[config.mk]
export PLATFORM = sky130hd
export DESIGN_NAME = twos_complementer_flat
export DESIGN_NICKNAME = d
export VERILOG_FILES = /design/src/rtl/twos_comp_pkg.sv /design/src/rtl/twos_complementer_if.sv /design/src/rtl/twos_complementer_neg_slice.sv /design/src/rtl/twos_complementer.sv /design/src/flat_wrapper.sv
export SDC_FILE = /design/constraint.sdc
export NUM_CORES = 1
export LEC_CHECK = 0
export ABC_AREA = 1
export CORE_MARGIN = 2
export CORE_UTILIZATION = 39
export CTS_BUF_LIST = sky130_fd_sc_hd__clkbuf_8
export DETAILED_ROUTE_END_ITERATION = 16
export GPL_TIMING_DRIVEN = 0
export PLACE_DENSITY = 0.76
export SLEW_MARGIN = 15
export SYNTH_ARGS = -nofsm -noshare
export SYNTH_HDL_FRONTEND = slang
export SYNTH_SLANG_ARGS = --single-unit
[constraint.sdc]
create_clock -name clk -period 0.8 [get_ports clk]
set_clock_uncertainty 0.15 [all_clocks]
set_input_delay 0.08 -clock clk [delete_from_list [all_inputs] [get_ports clk]]
set_output_delay 0.08 -clock clk [all_outputs]
set_load 0.01 [all_outputs]
[src/rtl/twos_comp_pkg.sv]
// Shared constants and helpers for the two's-complement negator and its bench.
// MAX_WIDTH bounds the helper's return width; callers truncate to their own WIDTH.
package twos_comp_pkg;

  localparam int DEFAULT_WIDTH = 8;
  localparam int MAX_WIDTH     = 64;

  // 1 followed by (width-1) zeros: the most-negative two's-complement value.
  function automatic logic [MAX_WIDTH-1:0] most_neg(input int width);
    most_neg = {{(MAX_WIDTH-1){1'b0}}, 1'b1} << (width - 1);
  endfunction

endpackage

[src/rtl/twos_complementer_if.sv]
// Operand/result bundle for twos_complementer; ovf exists only with TWOS_COMP_OVF_EN.
// master drives operands and observes results, slave is the negator.
interface twos_complementer_if
  import twos_comp_pkg::*;
#(
  parameter int WIDTH = DEFAULT_WIDTH
) ();

  logic             in_valid;
  logic             neg_en;
  logic [WIDTH-1:0] a;
  logic             out_valid;
  logic [WIDTH-1:0] y;
`ifdef TWOS_COMP_OVF_EN
  logic             ovf;
`endif

  modport master (
    output in_valid, neg_en, a,
`ifdef TWOS_COMP_OVF_EN
    input  ovf,
`endif
    input  out_valid, y
  );

  modport slave (
    input  in_valid, neg_en, a,
`ifdef TWOS_COMP_OVF_EN
    output ovf,
`endif
    output out_valid, y
  );

endinterface

[src/rtl/twos_complementer_neg_slice.sv]
// One bit of the negation ripple chain; a is the operand bit already XORed with neg_en.
// Purely combinational, no handshake.
module neg_slice (
  input  logic a,
  input  logic cin,
  output logic cout,
  output logic y
);

  assign y    = a ^ cin;
  assign cout = a & cin;

endmodule

[src/rtl/twos_complementer.sv]
// Registered two's-complement negator (y = neg_en ? -a : a); 1-cycle latency, no backpressure.
// Optional overflow flag for negating the most-negative value under TWOS_COMP_OVF_EN.
module twos_complementer
  import twos_comp_pkg::*;
#(
  parameter int WIDTH = DEFAULT_WIDTH
) (
  input  logic                 clk,
  input  logic                 rst,
  twos_complementer_if.slave   bus
);

  logic [WIDTH-1:0] carry;
  logic             msb_carry_unused;
  logic [WIDTH-1:0] y_d;
  logic [WIDTH-1:0] y_q;
  logic             out_valid_q;

  assign carry[0] = bus.neg_en;

  // Invert-and-increment ripple: the MSB carry out wraps and is dropped.
  for (genvar i = 0; i < WIDTH; i++) begin : g_slice
    if (i < WIDTH - 1) begin : g_mid
      neg_slice u_slice (
        .a    (bus.a[i] ^ bus.neg_en),
        .cin  (carry[i]),
        .cout (carry[i+1]),
        .y    (y_d[i])
      );
    end else begin : g_msb
      neg_slice u_slice (
        .a    (bus.a[i] ^ bus.neg_en),
        .cin  (carry[i]),
        .cout (msb_carry_unused),
        .y    (y_d[i])
      );
    end
  end

  always_ff @(posedge clk or posedge rst) begin
    if (rst) begin
      y_q         <= '0;
      out_valid_q <= 1'b0;
    end else begin
      out_valid_q <= bus.in_valid;
      if (bus.in_valid) begin
        y_q <= y_d;
      end
    end
  end

  assign bus.y         = y_q;
  assign bus.out_valid = out_valid_q;

`ifdef TWOS_COMP_OVF_EN
  localparam logic [WIDTH-1:0] MOST_NEG = WIDTH'(most_neg(WIDTH));

  logic ovf_d;
  logic ovf_q;

  assign ovf_d = bus.neg_en && (bus.a == MOST_NEG);

  always_ff @(posedge clk or posedge rst) begin
    if (rst) begin
      ovf_q <= 1'b0;
    end else if (bus.in_valid) begin
      ovf_q <= ovf_d;
    end
  end

  assign bus.ovf = ovf_q;
`endif

endmodule

[src/flat_wrapper.sv]
// flat-port wrapper written by rule: the top's interface ports become plain ports
module twos_complementer_flat import twos_comp_pkg::*;
#(
  parameter int WIDTH = DEFAULT_WIDTH
)
  (clk, rst, bus_in_valid, bus_neg_en, bus_a, bus_out_valid, bus_y);
  twos_complementer_if #(.WIDTH(WIDTH)) bus_i ();
  input  logic clk;
  input  logic rst;
  input wire logic [$bits(bus_i.in_valid)-1:0] bus_in_valid;
  input wire logic [$bits(bus_i.neg_en)-1:0] bus_neg_en;
  input wire logic [$bits(bus_i.a)-1:0] bus_a;
  output wire logic [$bits(bus_i.out_valid)-1:0] bus_out_valid;
  output wire logic [$bits(bus_i.y)-1:0] bus_y;
  assign bus_i.in_valid = bus_in_valid;
  assign bus_i.neg_en = bus_neg_en;
  assign bus_i.a = bus_a;
  assign bus_out_valid = bus_i.out_valid;
  assign bus_y = bus_i.y;
  twos_complementer #(.WIDTH(WIDTH)) u_core (.clk(clk), .rst(rst), .bus(bus_i));
endmodule
==> results_dict.tcl <==
set metrics [dict create \
    dr.pass1.iters 4 \
    rows 13 \
    syn_area_um2 531 \
    via_per_inst 4.77 \
    coreArea_um2 1280 \
    ys_seq_elements 9 \
    yosys.area.top_type "dfrtp_1" \
    final_core_utilization 0.819 \
    synth_top_family_by_area "simple AND/OR/NAND/NOR gates" \
    synth.most_common_cell "nand2_1" \
    internal_power_uw 1160 \
    synth_common_cells "nand2_1 (24), dfrtp_1 (9), ha_1 (7), xor2_1 (7), inv_1 (4)" \
    io-pin-count 21 \
    fin_ws_ns -0.995 \
    root_buffer "clkbuf_8" \
    ys.warnings.count 0 \
    die_y_um 40.9 \
    setup_viol 17 \
    post_drt_wl_per_cell_um 14.3 \
    r2r_cells 3 \
    crit_family "adder cells" \
    p_leak_uw 0.000521 \
    yosys.area_share.xor_xnor 0.116 \
    synth_edf_count 0 \
    grt_max_degree 10 \
    finalCriticalPeriod_ns 1.79 \
    final_net_count 114 \
    synth-main-ff-cell "dfrtp_1" \
    synth-compound-area-share 0.00943 \
    clock-sinks 9 \
    cpMostUsedCell "ha_4" \
    ant_nets 0 \
    ys_async_sr_fraction 1.00 \
    ys_types 10 \
    final_cell_area_um2 1050 \
    syn_nets 78 \
    avgSynthCellArea_um2 8.99 \
    seqPwrFrac 0.341 \
    timing.rr.start "u_core.bus.y[5]" \
    yosys.area_share.simple 0.200 \
    startpoint "bus_neg_en" \
    drive_gt1_frac 0.596 \
    regArea_um2 225 \
    clkPwrFrac 0.305 \
    cts_tree "built" \
    grt_setup_unrepaired "true" \
    syn_to_final_growth_pct 98.3 \
    path_class "in -> reg" \
    endpoint_kind "flop" \
    htree_levels 1 \
    clock_path_buffers 2 \
    fillers 82 \
    ys_seq_area_frac 0.425 \
    ir_worst_vdd_mv 1.43 \
    antenna_found_initial 0 \
    min_period_over_period 2.24 \
    synth_top_cells_by_area "dfrtp_1 (42%), nand2_1 (17%), ha_1 (17%)" \
    maxCapViolCount 0 \
    share_comb_of_total_power 0.354 \
    initialDrtViolationCount 2 \
    post-route-drc-count 0 \
    r2r-end "u_core.bus.y[5]" \
    dpl_cell_area_um2 843 \
    path_clk_slew_ns 0.04 \
    r2r_slack_ns -0.11 \
    cts_buffers 3 \
    grt_pass1_wl_um 1950 \
    post-dp-hpwl_um 787 \
    worst_slew_pin_slew_ns 0.313 \
    hold_class "in -> async" \
    cp.arrival_ns 1.76 \
    grt_pass1_vias 437 \
    p_sw_frac 0.285 \
    initial_utilization 0.413 \
    die_area_um2 1670 \
    path_buf_inv 4 \
    violations "negative hold slack, negative setup slack" \
    cellPowerDensity_nw_per_um2 1540 \
    slew_viol_final 0 \
    final_hold_viol_count 10 \
    antenna_cells 0 \
    synth.area.mux_share 0 \
    syn_inst 59 \
    synth_top_area_frac 0.425 \
    worstSkewPairLatency_ns 0.23 \
    overflow 0 \
    path_cells "buf_8 > buf_12 > buf_12 > xor2_4 > ha_4 > ha_4 > ha_4 > ha_4 > ha_4 > inv_2 > nand2_2 > nand2_1 > nand2_1 > nand3_1 > nand2_1" \
    num_vias 520 \
    hold_ws_ns -0.0132 \
    finalSetupTns_ns -5.09 \
    crit_path_max_incr_delay_ns 0.18 \
    max_clock_freq_ghz 0.557 \
    slew_headroom 0.791 \
    place.gp.congestion 0.638 \
    required_ns 0.76 \
    cpMaxStageDelayCell "xor2_4" \
    critical_path.max_fanout 4 \
    totalWireLength_um 1560 \
    multiInputGateArea_um2 420 \
    synthAdderAreaFrac 0.165 \
    io_buffers 20 \
    grt.total_usage 0.193 \
    outcome "finished with violations" \
    crit_path_start_kind "input port" \
    netSwitchingPower_uw 462 \
    die_w_um 40.9 \
]
layout by cell type (no fill, tap or decap):
cell / instances
inv_6: 1
buf_4: 6
xor2_2: 2
buf_8: 1
dfrtp_1: 9
clkdlybuf4s50_1: 5
inv_1: 3
dlygate4sd2_1: 2
dlymetal6s2s_1: 1
buf_2: 9
buf_12: 4
ha_4: 7
xor2_1: 4
buf_6: 4
o21ai_2: 1
clkbuf_2: 1
nand2_2: 12
xor2_4: 1
clkbuf_8: 3
nand2_4: 1
inv_2: 3
nand3_1: 2
nand2_1: 12
worst register-to-register path: stages, from the launching register on:
cell     delay, ns
dfrtp_1       0.38
buf_4         0.14
nand2_1       0.08
nand2_2       0.06
layer usage:
metal | share of wire | wire [um] | global-route usage | vias up
li1 | - | - | - | 246
met2 | 0.54 | 837 | 0.313 | 13
met3 | 0.042 | 66 | 0.0598 | 4
met1 | 0.41 | 637 | 0.217 | 257
met5 | 0 | 0 | 0 | -
met4 | 0.013 | 21 | 0.125 | 0
logic make-up (layout without fill, tap and decap cells):
| group | count (synthesis) | after routing |
|---|---|---|
| compound gates | 1 | 1 |
| xor+xnor | 7 | 7 |
| fa+ha+maj | 7 | 7 |
| buf+inv | 8 | 43 |
| flops | 9 | 9 |
| simple gates | 27 | 27 |
through the flow:
step	hold slack (ns)	std cells	worst slack, ns	total power [uW]
floorplan	-0.242	59	-1.01	758
detailed placement	0.197	94	-1.67	974
global route	0.00747	109	-1.06	1710
finish	-0.0132	109	-0.995	1620
global placement	0.193	94	-1.63	966
CTS	-0.0133	105	-0.951	1500
layout make-up:
class                           instances  share of cell area
Clock buffer                            3              0.0392
Inverter                                6              0.0262
Buffer                                  2              0.0297
Timing Repair Buffer                   31               0.270
Tap cell                               15              0.0178
Sequential cell                         9               0.214
Clock inverter                          1             0.00357
Multi-Input combinational cell         42               0.400
worst max-delay path by stage:
stage | endpoint | slack, ns | depth (start not counted)
after CTS | u_core.bus.y[7] | -0.95 | 15
after global placement | u_core.bus.y[7] | -1.63 | 15
after global routing | u_core.bus.y[7] | -1.06 | 15
final | u_core.bus.y[7] | -0.99 | 15
after detailed placement | u_core.bus.y[7] | -1.67 | 15
after floorplan | u_core.bus.y[7] | -1.01 | 14
flip-flops by register name, summed over array words and instances, names as in the netlist:
signal	count
u_core.bus.out_valid	1
u_core.bus.y	8
power groups by stage:
stage          Sequential [uW]  Combinational [uW]  Clock [uW]
3_5_place_dp               550                 424           0
3_3_place_gp               550                 416           0
6_report                   553                 575         495
5_1_grt                    556                 624         531
2_1_floorplan              580                 178           0
4_1_cts                    545                 445         507
timing repair:
item / in CTS / in global routing
endpoints found under the hold margin: 10 / 0
resized for setup: 56 / 18
setup buffers: 7 / 4
endpoints found under the setup margin: 17 / 17
pin swaps: 7 / 7
Power figures use the tool's default switching activity.
